==> config.mk <==
export PLATFORM = sky130hd
export DESIGN_NAME = data_bus_arbiter
export DESIGN_NICKNAME = d
export VERILOG_FILES = /design/src/rtl/data_bus_arbiter_pkg.sv /design/src/rtl/bus_store_align.sv /design/src/rtl/data_bus_arbiter.sv
export SDC_FILE = /design/constraint.sdc
export NUM_CORES = 1
export LEC_CHECK = 0
export ABC_AREA = 1
export BUFFER_PORTS_ARGS = -buffer_cell sky130_fd_sc_hd__buf_2
export CAP_MARGIN = 10
export CORE_AREA = 2 2 107 109
export DETAILED_ROUTE_END_ITERATION = 8
export DIE_AREA = 0 0 109 111
export SLEW_MARGIN = 0
export SYNTH_ARGS = -nofsm -noshare
export SYNTH_HDL_FRONTEND = slang
export SYNTH_SLANG_ARGS = --single-unit
==> constraint.sdc <==
create_clock -name clk_in -period 1.4 [get_ports clk_in]
set_input_delay 0.14 -clock clk_in [delete_from_list [all_inputs] [get_ports clk_in]]
set_output_delay 0.14 -clock clk_in [all_outputs]
set_load 0.05 [all_outputs]
==> src/rtl/data_bus_arbiter_pkg.sv <==
// Shared definitions for the data bus arbiter slice.
//   DATA_W      : data path width
//   size_e      : RV32I load/store size encodings taken from funct3[1:0]
//   req_id_e    : requester identifiers used for ownership and round-robin
package data_bus_arbiter_pkg;

  localparam int unsigned DATA_W = 32;

  typedef enum logic [1:0] {
    SIZE_B = 2'b00,
    SIZE_H = 2'b01,
    SIZE_W = 2'b10,
    SIZE_X = 2'b11
  } size_e;

  typedef enum logic {
    REQ_CORE = 1'b0,
    REQ_DMA  = 1'b1
  } req_id_e;

endpackage

==> src/rtl/bus_store_align.sv <==
// Combinational byte-lane generator for one bus access.
//   funct3     : RV32I size encoding (bit 2, the unsigned-load flag, has no lane effect)
//   addr_lo    : byte offset within the word
//   wdata      : store data, valid in the low bits
//   we         : 1 = store, 0 = load
//   be         : byte enables (all lanes for loads)
//   wdata_rep  : store data replicated across lanes
//   misaligned : access straddles its natural boundary or uses a reserved size
module bus_store_align
  import data_bus_arbiter_pkg::*;
(
  input  logic [2:0]        funct3,
  input  logic [1:0]        addr_lo,
  input  logic [DATA_W-1:0] wdata,
  input  logic              we,
  output logic [3:0]        be,
  output logic [DATA_W-1:0] wdata_rep,
  output logic              misaligned
);

  logic unused_funct3;
  assign unused_funct3 = funct3[2];

  always_comb begin
    be         = '0;
    wdata_rep  = wdata;
    misaligned = 1'b0;
    case (size_e'(funct3[1:0]))
      SIZE_B: begin
        be        = 4'b0001 << addr_lo;
        wdata_rep = {4{wdata[7:0]}};
      end
      SIZE_H: begin
        be         = 4'b0011 << {addr_lo[1], 1'b0};
        wdata_rep  = {2{wdata[15:0]}};
        misaligned = addr_lo[0];
      end
      SIZE_W: begin
        be         = '1;
        misaligned = (addr_lo != 2'b00);
      end
      default: begin
        be         = '0;
        misaligned = 1'b1;
      end
    endcase
    // Loads always fetch the whole word; lane selection happens downstream.
    if (!we) be = '1;
  end

endmodule

==> src/rtl/data_bus_arbiter.sv <==
// Two-requester round-robin arbiter in front of a single-port synchronous RAM.
//   clk_in, reset          : clock and synchronous active-low reset
//   core_* / dma_*         : request, write flag, byte address, store data, funct3
//   core_gnt / dma_gnt     : request accepted this cycle (combinational)
//   core_rvalid/dma_rvalid : one-cycle response pulse, one cycle after the grant
//   rsp_rdata, rsp_err     : response word (0 for stores/errors) and misaligned flag
//   mem_*                  : RAM port; mem_rdata returns one cycle after mem_en
module data_bus_arbiter
  import data_bus_arbiter_pkg::*;
(
  input  logic              clk_in,
  input  logic              reset,
  input  logic              core_req,
  input  logic              core_we,
  input  logic [31:0]       core_addr,
  input  logic [DATA_W-1:0] core_wdata,
  input  logic [2:0]        core_funct3,
  input  logic              dma_req,
  input  logic              dma_we,
  input  logic [31:0]       dma_addr,
  input  logic [DATA_W-1:0] dma_wdata,
  input  logic [2:0]        dma_funct3,
  output logic              core_gnt,
  output logic              dma_gnt,
  output logic              core_rvalid,
  output logic              dma_rvalid,
  output logic [DATA_W-1:0] rsp_rdata,
  output logic              rsp_err,
  output logic              mem_en,
  output logic              mem_we,
  output logic [3:0]        mem_be,
  output logic [29:0]       mem_addr,
  output logic [DATA_W-1:0] mem_wdata,
  input  logic [DATA_W-1:0] mem_rdata
);

  logic    pending, pending_nxt;
  req_id_e owner, owner_nxt;
  logic    pending_is_write, pending_is_write_nxt;
  logic    pending_err, pending_err_nxt;
  req_id_e last_grant, last_grant_nxt;

  req_id_e           win;
  logic              any_gnt;
  logic              rsp_valid;
  logic              sel_we;
  logic [31:0]       sel_addr;
  logic [DATA_W-1:0] sel_wdata;
  logic [2:0]        sel_funct3;
  logic [3:0]        al_be;
  logic [DATA_W-1:0] al_wdata;
  logic              al_mis;

  // Winner's payload feeds a single aligner instance.
  always_comb begin
    sel_we     = core_we;
    sel_addr   = core_addr;
    sel_wdata  = core_wdata;
    sel_funct3 = core_funct3;
    if (win == REQ_DMA) begin
      sel_we     = dma_we;
      sel_addr   = dma_addr;
      sel_wdata  = dma_wdata;
      sel_funct3 = dma_funct3;
    end
  end

  bus_store_align u_align (
    .funct3     (sel_funct3),
    .addr_lo    (sel_addr[1:0]),
    .wdata      (sel_wdata),
    .we         (sel_we),
    .be         (al_be),
    .wdata_rep  (al_wdata),
    .misaligned (al_mis)
  );

  // State register
  always_ff @(posedge clk_in) begin
    if (!reset) begin
      pending          <= 1'b0;
      owner            <= REQ_CORE;
      pending_is_write <= 1'b0;
      pending_err      <= 1'b0;
      last_grant       <= REQ_DMA;
    end else begin
      pending          <= pending_nxt;
      owner            <= owner_nxt;
      pending_is_write <= pending_is_write_nxt;
      pending_err      <= pending_err_nxt;
      last_grant       <= last_grant_nxt;
    end
  end

  // Next state: a grant always launches a response for the following cycle,
  // independent of whether the previous response is being delivered now.
  always_comb begin
    pending_nxt          = any_gnt;
    owner_nxt            = owner;
    pending_is_write_nxt = pending_is_write;
    pending_err_nxt      = pending_err;
    last_grant_nxt       = last_grant;
    if (any_gnt) begin
      owner_nxt            = win;
      pending_is_write_nxt = sel_we;
      pending_err_nxt      = al_mis;
      last_grant_nxt       = win;
    end
  end

  // Outputs: arbitration, RAM port and response
  always_comb begin
    win       = REQ_CORE;
    any_gnt   = 1'b0;
    core_gnt  = 1'b0;
    dma_gnt   = 1'b0;
    mem_en    = 1'b0;
    mem_we    = 1'b0;
    mem_be    = '0;
    mem_addr  = '0;
    mem_wdata = '0;
    if (reset) begin
      if (core_req && dma_req)
        win = (last_grant == REQ_DMA) ? REQ_CORE : REQ_DMA;
      else if (dma_req)
        win = REQ_DMA;
      any_gnt  = core_req | dma_req;
      core_gnt = any_gnt && (win == REQ_CORE);
      dma_gnt  = any_gnt && (win == REQ_DMA);
      if (any_gnt) begin
        mem_en    = ~al_mis;
        mem_we    = sel_we & ~al_mis;
        mem_be    = al_be;
        mem_addr  = sel_addr[31:2];
        mem_wdata = al_wdata;
      end
    end

    // Gating with reset discards a response that was in flight at reset entry.
    rsp_valid   = pending & reset;
    core_rvalid = rsp_valid && (owner == REQ_CORE);
    dma_rvalid  = rsp_valid && (owner == REQ_DMA);
    rsp_err     = rsp_valid & pending_err;
    rsp_rdata   = (rsp_valid && !pending_is_write && !pending_err) ? mem_rdata : '0;
  end

endmodule

==> After elaboration in Yosys (flattened, before gate mapping) <==
Cells that the tools add are included.
{ "totals": {"regBits": 5, "input_bits": 172} }
{ "classes": {"n_eq_ne": 2, "shifts": 2, "mux": 27, "bitwise_logic": 7, "reduce_logical": 11} }
{ "op_table": {"columns": ["op", "n"], "rows": [
  ["$mux 32", 5],
  ["$pmux 32 s2", 1],
  ["$mux 30", 2],
  ["$mux 1", 13],
  ["$mux 4", 3],
  ["$pmux 4 s3", 1],
  ["$logic_and 1x1->1", 7],
  ["$shl 1x2->4 const A", 1],
  ["$shl 2x2->4 const A", 1],
  ["$and 1x1->1", 3],
  ["$not 1->1", 3],
  ["$pmux 1 s3", 1],
  ["$eq 2x1->1 const B", 1],
  ["$eq 2x2->1 const B", 1],
  ["$logic_not 1->1", 2],
  ["$logic_not 2->1", 1],
  ["$mux 2", 1],
  ["$reduce_bool 2->1", 1],
  ["$or 1x1->1", 1]
]} }

==> Depth between registers and ports, before layout <==
{ "depth": {"ltp_word": 11, "mapped_depth": 10, "depth_no_buf": 9} }

==> Modules after synthesis <==
From an unflattened synthesis, not the netlist that was laid out.
{ "hier_totals": {"hier_cells": 514, "area_unflattened_um2": 2204.6} }
{ "by_module_without_submodules": {"columns": ["mod", "instances", "cells_each", "area_per_inst_um2", "seq_area_each_um2"], "rows": [
  ["data_bus_arbiter", 1, 404, 1692.9, 100.1],
  ["bus_store_align", 1, 110, 511.7, 0.0]
]} }

==> Least setup slack after synthesis <==
No wires, ideal clock.
{ "synth_timing": {"path_type": "register to output", "start": "register last_grant", "end": "output mem_be[3]", "t_arrival_ns": 1.783, "required_time_ns": 1.260, "slack_ns": -0.523, "path_stages_with_launch": 9, "path_buffers": 1, "cell_sequence": "dfxtp_1 > nand2_2 > nand3_4 > nand2_2 > nand2_2 > buf_6 > nor2_2 > nand2_1 > a21oi_1"} }
{ "synth_between": {"elab_chain_len": 10, "elab_cells_between_ends": 16, "classes_between": "2 x eq/ne; 2 x shift; 11 x mux; 1 x reduce/logical"} }
{ "synth_lines": {"columns": ["element", "line", "source"], "rows": [
  ["from (decl)", "data_bus_arbiter.sv:41", "req_id_e last_grant, last_grant_nxt;"],
  ["from (signal assigned)", "data_bus_arbiter.sv:91", "last_grant <= last_grant_nxt;"],
  ["$mux 1 *", "data_bus_arbiter.sv:124", "win = (last_grant == REQ_DMA) ? REQ_CORE : REQ_DMA;"],
  ["$mux 1 *", "data_bus_arbiter.sv:123", "if (core_req && dma_req)"],
  ["$mux 1 * (2 in series)", "data_bus_arbiter.sv:122", "if (reset) begin"],
  ["$mux 32 / $mux 2 (equally long branches)", "data_bus_arbiter.sv:60", "if (win == REQ_DMA) begin"],
  ["$shl 2x2->4, or another cell as far along", "bus_store_align.sv:34", "be = 4'b0011 << {addr_lo[1], 1'b0};"],
  ["$pmux 4 s3", "bus_store_align.sv:28", "case (size_e'(funct3[1:0]))"],
  ["$mux 4 *", "bus_store_align.sv:48", "if (!we) be = '1;"],
  ["$mux 4 *", "data_bus_arbiter.sv:130", "if (any_gnt) begin"],
  ["$mux 4 *", "data_bus_arbiter.sv:122", null],
  ["to (decl)", "data_bus_arbiter.sv:31", "output logic [3:0] mem_be,"]
]} }
Mark *: on every way between the ends. The rest lies on a longest branch, timed or not. The select of a mux whose other input is x is not followed.

==> Worst setup path after layout <==
{ "layout_timing": {"start": "register last_grant", "end": "output mem_wdata[30]"} }
{ "layout_between": {"elab_chain_len": 9, "elab_cells_between_ends": 11, "classes_between": "1 x eq/ne; 9 x mux; 1 x reduce/logical"} }
{ "layout_lines": {"columns": ["element", "line", "source"], "rows": [
  ["$mux 1 *", "data_bus_arbiter.sv:124", null],
  ["$mux 1 *", "data_bus_arbiter.sv:123", null],
  ["$mux 1 * (2 in series)", "data_bus_arbiter.sv:122", null],
  ["$mux 2", "data_bus_arbiter.sv:60", null],
  ["$eq 2x1->1 / $logic_not 2->1 (equally long branches)", "bus_store_align.sv:28", null],
  ["$pmux 32 s2 *", "bus_store_align.sv:28", null],
  ["$mux 32 *", "data_bus_arbiter.sv:130", null],
  ["$mux 32 *", "data_bus_arbiter.sv:122", null],
  ["to (decl)", "data_bus_arbiter.sv:33", "output logic [DATA_W-1:0] mem_wdata,"]
]} }
Marked as above.

==> impl_metrics.json <==
{
  "ys_seq_elements": 5,
  "maxCapViolations": 0,
  "die_area_sq_mm": 0.01210,
  "rows": 39,
  "crit_chain": "nand2_4, nand4_1, nand2_8, nand2_8, buf_8, o21ai_4, nor2_4, buf_6",
  "crit_fanout": 7,
  "end_kind": "primary output",
  "worstMarginPinSlew_ns": 0.2587,
  "layout.cells.non_filler": 902,
  "drt-total-wl_microns": 13720,
  "clk_pin_slew_worst_paths_ns": 0.03,
  "syn_area_per_cell_sq_um": 4.648,
  "synthCells": 431,
  "criticalPathCategory": "flip-flop to primary output",
  "initial_core_util_pct": 18.08,
  "synth_fp_nets": 603,
  "die_w_microns": 109,
  "intPower_mw": 1.784,
  "fin_crit_sh_pct": 131.9,
  "layout.nets": 930,
  "first_pass_iters": 4,
  "fmax_mhz": 541.5,
  "seq_area_frac_synth_pct": 4.997,
  "die_h_microns": 111,
  "synth.area.top_cells": "nor2_1 (25%), nand2_1 (17%), inv_1 (12%)",
  "synth.top_cell.area_share_pct": 25.48,
  "h-tree-depth": 1,
  "finClkSkew_ns": 0.004440,
  "grt_pass1_wl_microns": 19910,
  "grt_pass1_vias": 4105,
  "dp_cells": 868,
  "fin_setup_tns_ns": -22.59,
  "slowest_delay_ns": 0.32,
  "drcViolationCount": 0,
  "gp_congestion": 0.8184,
  "crit_family": "simple AND/OR/NAND/NOR gates",
  "pwr-share-clk_pct": 13.0,
  "avgRoutedWirePerCell_microns": 15.21,
  "peakVddDrop_uv": 315.4,
  "overflow": 0,
  "hp-class": "primary input to flip-flop",
  "netlist_area_sq_mm": 0.002003,
  "hpwl_microns": 9098,
  "crit_required_ns": 1.26,
  "use_met1_pct": 22.08,
  "setup_viol": 88,
  "pwr-share-comb_pct": 82.6,
  "path_common_cell": "nand2_8",
  "failed_checks": "setup timing",
  "grt_setup_unrepaired": "yes",
  "fin_ws_ns": -0.4466,
  "drive_above_1_share_pct": 78.20,
  "hold_buffers": 0,
  "use_met3_pct": 4.056,
  "switchingPower_mw": 1.868,
  "ys_types": 25,
  "synth_top_area_cell": "nor2_1",
  "cts_inserted_buffers": 3,
  "grt_max_degree": 23,
  "fp.coreArea_sq_mm": 0.01108,
  "syn2layout_area_growth_pct": 233.3,
  "min_period_ns": 1.847,
  "drtIter0Drc": 109,
  "cts_num_sinks": 5,
  "path_buf_inv": 2,
  "drv_slew": 0,
  "num_vias": 4022,
  "globalRouteMet2Util_pct": 40.00,
  "crit_path_top_delay_cell": "dfxtp_2",
  "switching_share_pct": 51.15,
  "ys_warn_count": 0,
  "antenna_found_initial": 2,
  "ant_nets": 0,
  "clock-root-buffer": "clkbuf_16",
  "pre_cts_ws_ns": -0.3625,
  "finalHoldViolations": 0,
  "fillerInstances": 982,
  "cp-start-kind": "flip-flop",
  "slew_headroom_pct": 82.70,
  "cts_buffer_depth": 2,
  "busiest_layer": "met2",
  "vias_per_cell": 4.459,
  "p_seq_share_pct": 4.4,
  "status": "complete, but fails checks",
  "worstPathArrival_ns": 1.71,
  "place.port_buffers": 274,
  "power_density_mw_per_mm2": 547.1,
  "clk_latency_ns": 0.23,
  "cts_tree": "built",
  "io_pins": 277,
  "track_usage_pct": 20.53,
  "power.leakage_nw": 3.100
}
cell type report:
class                      instances  area, sq um  area share, %
antenna                            2        5.005        0.07496
clock buffer                       3        75.07          1.124
clock inverter                     1        5.005        0.07496
inverter                          63        245.2          3.673
multi-input combinational        337         3044          45.60
sequential                         5        101.3          1.518
tap                              143        178.9          2.680
timing repair buffer             348         3022          45.26
metrics by stage:
step	hold WS (ns)	utilization [%]	area [sq um]	total power [mW]
5_1_grt	0.3850	60.27	6676	3.829
3_5_place_dp	0.4782	40.39	4474	2.308
6_report	0.3491	60.27	6676	3.653
4_1_cts	0.3472	54.87	6078	3.428
2_1_floorplan	0.3379	-	2614	1.629
3_3_place_gp	0.4747	40.39	4474	2.306
layer usage:
metal,vias to the layer above,wire (microns),share of wire (%)
met5,-,0,0
met4,0,397,2.9
met3,29,980,7.1
met2,176,7395,54
met1,1840,4941,36
li1,1977,-,-
layout by cell type (no fill, tap or decap), types with 2 or more instances in the layout:
| cell | synthesis | routed |
|---|---|---|
| buf_8 | 0 | 36 |
| nand2_1 | 89 | 65 |
| o21ai_1 | 7 | 4 |
| dfxtp_1 | 5 | 4 |
| buf_16 | 0 | 2 |
| inv_2 | 1 | 7 |
| buf_2 | 7 | 172 |
| nand2_4 | 3 | 6 |
| nand2_8 | 0 | 2 |
| nand3_4 | 1 | 3 |
| diode_2 | 0 | 2 |
| o21a_4 | 0 | 5 |
| nor2_2 | 2 | 9 |
| o21ai_2 | 0 | 15 |
| o21ai_0 | 43 | 2 |
| nand3_1 | 18 | 16 |
| nor2_1 | 136 | 13 |
| a21oi_4 | 0 | 6 |
| inv_4 | 0 | 2 |
| clkbuf_16 | 0 | 4 |
| nand2_2 | 6 | 25 |
| buf_4 | 7 | 38 |
| o21a_2 | 0 | 2 |
| nand4_1 | 5 | 5 |
| buf_6 | 5 | 83 |
| inv_1 | 62 | 53 |
| buf_12 | 0 | 16 |
| nor2_4 | 1 | 117 |
| o21ai_4 | 0 | 29 |
| and3_4 | 0 | 8 |
worst paths after layout:
| check | start | endpoint | slack, ns | depth (start not counted) |
|---|---|---|---|---|
| setup / recovery | last_grant | mem_wdata[30] | -0.45 | 8 |
| hold / removal | reset | last_grant | 0.35 | 3 |
| setup reg to reg | last_grant | pending_err | 0.02 | 10 |
| hold reg to reg | pending_is_write | pending_is_write | 0.49 | 2 |
flip-flops by register name, indices dropped and copies added (netlist names):
signal and flops:
pending_is_write 1, last_grant 1, pending_err 1, pending 1
owner 1
power by group through the flow:
stage               Sequential (mW)  Clock (mW)  Combinational (mW)
floorplan                     0.161           0                1.47
global placement              0.161           0                2.14
detailed placement            0.161           0                2.15
CTS                           0.160       0.479                2.79
global route                  0.161       0.492                3.18
finish                        0.160       0.476                3.02
kinds of logic after synthesis:
logic type | share of synthesized area (%)
buf+inv | 20.49
compound gates | 17.55
simple gates | 56.97
flops | 4.997
synth_stat cells (all sizes together):
cell,instances
buf,19
clkbuf,8
o21a,7
dfxtp,5
nand4,5
inv,63
nand2,98
and3,8
a21oi,7
nor2,139
o21ai,50
o22ai,1
and2,1
or2,1
nand3,19
worst reg2reg max path, cell delays in order (launching register included):
cell and delay [ns]:
dfxtp_2 0.33, nand2_4 0.08, nand3_4 0.16, buf_6 0.16
nand2_4 0.07, nand2_2 0.09, nand2_1 0.08, nand2_2 0.08
nand3_4 0.11, nand2_1 0.08, inv_1 0.04
what timing repair did:
item                       4_1_cts  5_1_grt
pin swaps                       20       11
gates cloned                     5        1
setup endpoints to repair      102      102
buffers inserted                17        7
gates resized for setup        387      137
hold endpoints to repair         0        0
Power figures use the tool's default switching activity.
